<file path="config.mk">
export PLATFORM = sky130hd
export DESIGN_NAME = taxi_eth_phy_10g_tx_if
export DESIGN_NICKNAME = d
export VERILOG_FILES = /design/src/rtl/taxi_eth_phy_10g_tx_if.sv
export SDC_FILE = /design/constraint.sdc
export NUM_CORES = 1
export LEC_CHECK = 0
export ABC_AREA = 1
export CORE_AREA = 4 4 115 106
export DETAILED_ROUTE_END_ITERATION = 16
export DIE_AREA = 0 0 119 110
export PLACE_DENSITY_LB_ADDON = 0.15
export SETUP_SLACK_MARGIN = 0.2
export SKIP_CTS_REPAIR_TIMING = 1
export SLEW_MARGIN = 25
export SYNTH_ARGS = -nofsm -noshare
export SYNTH_HDL_FRONTEND = slang
export SYNTH_SLANG_ARGS = --single-unit
</file>
<file path="constraint.sdc">
create_clock -name clk -period 1.2 [get_ports clk]
set_input_delay 0.18 -clock clk [delete_from_list [all_inputs] [get_ports clk]]
set_output_delay 0.18 -clock clk [all_outputs]
set_load 0.03 [all_outputs]
</file>
<file path="src/rtl/taxi_eth_phy_10g_tx_if.sv">
// 10GBASE-R PHY transmit interface: 64b/66b scrambler, optional PRBS31 test
// pattern, optional bit reversal and a configurable SERDES output pipeline.
module taxi_eth_phy_10g_tx_if #(
    parameter int DATA_W            = 64,
    parameter int HDR_W             = 2,
    parameter int GBX_IF_EN         = 0,
    parameter int BIT_REVERSE       = 0,
    parameter int SCRAMBLER_DISABLE = 0,
    parameter int PRBS31_EN         = 0,
    parameter int SERDES_PIPELINE   = 0
) (
    input  logic              clk,
    input  logic              rst,
    input  logic [DATA_W-1:0] encoded_tx_data,
    input  logic              encoded_tx_data_valid,
    input  logic [HDR_W-1:0]  encoded_tx_hdr,
    input  logic              encoded_tx_hdr_valid,
    output logic [DATA_W-1:0] serdes_tx_data,
    output logic              serdes_tx_data_valid,
    output logic [HDR_W-1:0]  serdes_tx_hdr,
    output logic              serdes_tx_hdr_valid,
    input  logic              cfg_tx_prbs31_enable
);

    localparam int TW = DATA_W + HDR_W;
    localparam int PW = DATA_W + HDR_W + 2;

    if (DATA_W != 32 && DATA_W != 64) begin : g_bad_data_w
        $fatal(1, "DATA_W must be 32 or 64");
    end
    if (HDR_W != 2) begin : g_bad_hdr_w
        $fatal(1, "HDR_W must be 2");
    end

    logic              dv;
    logic              prbs_active;
    logic [57:0]       scr_state_reg;
    logic [57:0]       scr_state_next;
    logic [30:0]       prbs_state_reg;
    logic [30:0]       prbs_state_next;
    logic [DATA_W-1:0] scr_data;
    logic [TW-1:0]     prbs_bits;
    logic [DATA_W-1:0] mux_data;
    logic [HDR_W-1:0]  mux_hdr;
    logic [DATA_W-1:0] rev_data;
    logic [HDR_W-1:0]  rev_hdr;
    logic [PW-1:0]     pipe_reg [0:SERDES_PIPELINE];
    logic              out_dv;
    logic              out_hv;

    assign dv          = (GBX_IF_EN != 0) ? encoded_tx_data_valid : 1'b1;
    assign prbs_active = (PRBS31_EN != 0) && cfg_tx_prbs31_enable;

    // Self-synchronous x^58+x^39+1 scrambler, bit 0 transmitted first.
    always_comb begin
        scr_state_next = scr_state_reg;
        scr_data       = '0;
        for (int i = 0; i < DATA_W; i++) begin
            scr_data[i]    = encoded_tx_data[i] ^ scr_state_next[38] ^ scr_state_next[57];
            scr_state_next = {scr_state_next[56:0], scr_data[i]};
        end
    end

    // Fibonacci PRBS31; the transmitted bit is the inverted feedback bit.
    always_comb begin
        prbs_state_next = prbs_state_reg;
        prbs_bits       = '0;
        for (int i = 0; i < TW; i++) begin
            prbs_bits[i]    = ~(prbs_state_next[30] ^ prbs_state_next[27]);
            prbs_state_next = {prbs_state_next[29:0], ~prbs_bits[i]};
        end
    end

    always_comb begin
        mux_data = (SCRAMBLER_DISABLE != 0) ? encoded_tx_data : scr_data;
        mux_hdr  = encoded_tx_hdr;
        if (prbs_active) begin
            {mux_data, mux_hdr} = prbs_bits;
        end
    end

    genvar gi;
    for (gi = 0; gi < DATA_W; gi++) begin : g_rev_data
        assign rev_data[gi] = (BIT_REVERSE != 0) ? mux_data[DATA_W-1-gi] : mux_data[gi];
    end
    for (gi = 0; gi < HDR_W; gi++) begin : g_rev_hdr
        assign rev_hdr[gi] = (BIT_REVERSE != 0) ? mux_hdr[HDR_W-1-gi] : mux_hdr[gi];
    end

    // Scrambler state is frozen while PRBS31 owns the line, so normal traffic
    // resumes with the same state it left off with.
    always_ff @(posedge clk) begin
        if (dv && !prbs_active) begin
            scr_state_reg <= scr_state_next;
        end
        if (dv && prbs_active) begin
            prbs_state_reg <= prbs_state_next;
        end
        if (rst) begin
            scr_state_reg  <= '1;
            prbs_state_reg <= '1;
        end
    end

    // Stage 0 is the resettable output register; later stages are free-running.
    always_ff @(posedge clk) begin
        for (int s = SERDES_PIPELINE; s > 0; s--) begin
            pipe_reg[s] <= pipe_reg[s-1];
        end
        pipe_reg[0] <= {encoded_tx_hdr_valid, dv, rev_hdr, rev_data};
        if (rst) begin
            pipe_reg[0] <= '0;
        end
    end

    assign {out_hv, out_dv, serdes_tx_hdr, serdes_tx_data} = pipe_reg[SERDES_PIPELINE];

    assign serdes_tx_data_valid = (GBX_IF_EN != 0) ? out_dv : 1'b1;
    assign serdes_tx_hdr_valid  = (GBX_IF_EN != 0 || DATA_W == 32) ? out_hv : 1'b1;

endmodule

</file>
# After elaboration in Yosys (flattened, before gate mapping)
# Memory sizes are Yosys's and may differ from the RTL's.
# Index checks and enable logic that the tools add are counted.
[word_totals] register_bits=58 mem_bits_rw=68 input_bits=71 elab_cells=132 memories=1
[mem_list] name="pipe_reg" depth=1 word_bits=68 rd=1 rd_ports_with_merged_regs=0 write_ports=2 line_no="47" text="logic [PW-1:0] pipe_reg [0:SERDES_PIPELINE];"
[classes] mux=2 bitwise_logic=128
[op_table] op="$xor A1 B1 Y1" n=128
[op_table] op="$mux W1" n=2

# Longest topological paths before layout
[depth] word_depth=4 depth_mapped=9 depth_no_buf=9

# Least setup slack after synthesis
# No wires, ideal clock.
[synth_path] path_kind="reg-to-reg" from="register scr_state_reg[28]" to="register scr_state_reg[14]" arrival_ns=0.900 path_slack_ns=0.170 stages_incl_launch_ff=6 path_buffers=0 period_less_slack_ns=1.030 cell_sequence="dfxtp_1 -> xnor2_2 -> xor2_2 -> inv_1 -> nand2_1 -> nand3_1"
[synth_via] elab_chain_len=4
[synth_rtl] item="start, declared" line_no="37" text="logic [57:0] scr_state_reg;"
[synth_rtl] item="start signal, assigned" line_no="94" text="scr_state_reg <= scr_state_next;"
[synth_rtl] item="$xor A1 B1 Y1 (4 in series)" line_no="59" text="scr_data[i] = encoded_tx_data[i] ^ scr_state_next[38] ^ scr_state_next[57];"
# No other way between the ends.
# A chain may end at the register's enable or synchronous reset.

# Worst setup path after layout
[layout_path] from="register scr_state_reg[30]" to="register scr_state_reg[16]"
# Same word-level chain as after synthesis.

==> impl_metrics.py <==
metrics = {
    "outcome": {
        "status": "finished, final reports clean",
    },
    "place": {
        "hpwl_um": 9029,
        "dpl-instance-area_sq_um": 6789,
        "port_buffers": 133,
        "place_ws_ns": -0.3590,
        "gp_congestion": 0.8253,
    },
    "global_routing": {
        "grt_use_total": 0.1983,
        "grt_pass1_vias": 4441,
        "grt_max_degree": 46,
        "grt_first_pass_wirelength_um": 20670,
        "antenna_found_initial": 0,
        "grt_overflow": 0,
    },
    "layout": {
        "fill_cells": 627,
        "antenna-diode-count": 0,
        "fin_nets": 921,
        "fin_util": 0.8144,
        "area_delta_synth_final_pct": 71.92,
        "final_layout_size_suffix_gt1_frac": 0.4959,
        "fin_area_sq_um": 8841,
        "largest_register_ffs": 66,
    },
    "pwr": {
        "p_per_area_nw_per_um2": 3103,
        "p_leak_nw": 4.251,
        "finalPower_w": 0.02744,
        "ir_drop_mv": 1.886,
    },
    "min_path": {
        "hold_start": "rst",
        "hold_end": "scr_state_reg[51]$_SDFF_PP1_",
        "whs_path_depth": 4,
        "hold_class": "in -> reg",
    },
    "floorplanning": {
        "start_util": 0.4737,
        "fp.dieW_um": 119,
        "die_y_um": 110,
        "die-area_sq_um": 13090,
        "core_region_area_sq_um": 10860,
        "rows": 36,
        "io_pins": 139,
    },
    "clocking": {
        "numCtsBuffers": 17,
        "root_buffer": "clkbuf_16",
        "cts_tree": "yes",
        "clk_pin_slew_ns": 0.06,
        "h-tree-depth": 4,
        "clk-insertion-delay-late_ns": 0.41,
        "cts.sinks": 124,
        "cts.path.max_buffers": 2,
    },
    "critical_path": {
        "cp-end-kind": "flop",
        "path_class": "reg -> reg",
        "worstPathRequired_ns": 1.48,
        "rrSetupSlack_ns": 0.02,
        "worstPathArrival_ns": 1.46,
        "r2r_cells": 5,
        "timing.rr.start": "scr_state_reg[30]$_SDFF_PP1_",
        "regToRegEndpoint": "scr_state_reg[16]$_SDFF_PP1_",
        "worstSetupStartpointType": "flop",
        "cp_max_fo": 6,
    },
    "drt": {
        "drtIter0Drc": 290,
        "drt_wl_total_um": 15440,
        "dr_wl_met2_um": 8196,
        "dr_wl_met3_um": 864,
        "drt-pass1-iter-count": 5,
        "met1_length_um": 5963,
        "vias_per_cell": 4.775,
        "vias": 4847,
        "drt-wirelength-per-cell_um": 15.21,
        "ant_nets": 0,
        "drc": 0,
        "top_layer": "met4",
    },
    "yosys": {
        "synthDistinctLibCells": 18,
        "synthTopCellsByCount": "nand2_1 (176), dfxtp_1 (124), inv_1 (104), nor2_1 (99), nand3_1 (49)",
        "syn_inst": 668,
        "post-synth-top-count-cell": "nand2_1",
        "synth_top_cell_area_share": 0.4827,
        "async_flop_share": 0,
        "yosysWarningCount": 0,
        "yosysTopAreaCell": "dfxtp_1",
        "ys_seq_area_frac": 0.4827,
        "synth_flop_cell": "dfxtp_1",
        "netlist_area_sq_um": 5142,
        "syn_area_per_cell_sq_um": 7.698,
        "synthTopCellsByArea": "dfxtp_1 (48%), nand2_1 (13%), inv_1 (7.6%)",
        "synth_edf_count": 0,
        "ys_seq_elements": 124,
    },
    "timing": {
        "setup-violations-final": 0,
        "final_max_slew_viol_count": 0,
        "fin_ws_ns": 0.02319,
        "fin_setup_tns_ns": 0,
        "hold_viol": 0,
        "rsz0062_at_grt": "true",
        "fmax_mhz": 849.8,
        "fin_crit_sh": 0.9807,
        "period_needed_ns": 1.177,
        "clock_skew_ns": 0.01254,
    },
    "job": {
        "maxCapViolCount": 0,
    },
}
==> kinds of logic after synthesis <==
kind of cell    share of synthesized area
buf+inv                           0.09075
simple gates                       0.2679
flops                              0.4827
other cells                     0.0007292
xor+xnor                           0.1384
compound gates                    0.01947
==> worst max-delay path, cell delays in order (launching register included) <==
cell	delay (ns)
dfxtp_4	0.37
xnor2_4	0.22
xor2_4	0.23
inv_1	0.08
nand2_1	0.08
nand3_1	0.08
==> placed cells by master (no fill, tap or decap), drive strengths merged <==
cell	n
clkinvlp	1
xor2	13
xnor2	46
o21ai	20
dlymetal6s2s	5
dfxtp	124
nor2	99
nand2	176
nor3	20
bufinv	6
clkbuf	19
clkinv	5
buf	111
nand3	49
clkdlybuf4s50	61
inv	106
conb	2
==> worst max path at each step <==
stage,startpoint,slack [ns],depth (start not counted),endpoint
floorplan,scr_state_reg[28]$_SDFF_PP1_,0.20,5,scr_state_reg[14]$_SDFF_PP1_
global placement,encoded_tx_data[10],-0.27,6,scr_state_reg[14]$_SDFF_PP1_
detailed placement,encoded_tx_data[2],-0.36,9,scr_state_reg[22]$_SDFF_PP1_
CTS,pipe_reg[0][28]$_SDFF_PP0_,-0.42,1,serdes_tx_data[28]
global route,scr_state_reg[30]$_SDFF_PP1_,-0.04,5,scr_state_reg[16]$_SDFF_PP1_
finish,scr_state_reg[30]$_SDFF_PP1_,0.02,5,scr_state_reg[16]$_SDFF_PP1_
==> power by group <==
| group | total (W) | internal, W | leakage (nW) | switching, W |
|---|---|---|---|---|
| logic | 0.0134 | 0.00619 | 2.87 | 0.00726 |
| clock network | 0.00597 | 0.00402 | 0.334 | 0.00195 |
| registers | 0.00802 | 0.00630 | 1.05 | 0.00172 |
| total | 0.0274 | 0.0165 | 4.25 | 0.0109 |
==> routing by layer <==
| layer | GRT usage | vias to the layer above |
|---|---|---|
| met3 | 0.05459 | 44 |
| met2 | 0.3509 | 189 |
| met1 | 0.2310 | 2261 |
| met5 | 0 | - |
| met4 | 0.07610 | 0 |
| li1 | - | 2353 |
==> area by class of cell <==
| type | count | area (sq um) | area share |
|---|---|---|---|
| clock inverters | 13 | 236.5 | 0.02675 |
| inverters | 105 | 414.1 | 0.04684 |
| flip-flops and latches | 124 | 2659 | 0.3007 |
| clock buffers | 19 | 452.9 | 0.05123 |
| multi-input cells | 425 | 3042 | 0.3440 |
| repair buffers | 177 | 1847 | 0.2089 |
| well taps | 152 | 190.2 | 0.02151 |
==> metrics by stage <==
stage | std cells | hold WS [ns]
final | 1015 | 0.1953
after global routing | 1015 | 0.2100
after CTS | 993 | 0.1829
after detailed placement | 961 | 0.5261
after global placement | 961 | 0.5192
after floorplan | 669 | 0.2870
No activity file was read; power rests on OpenSTA's default activity.
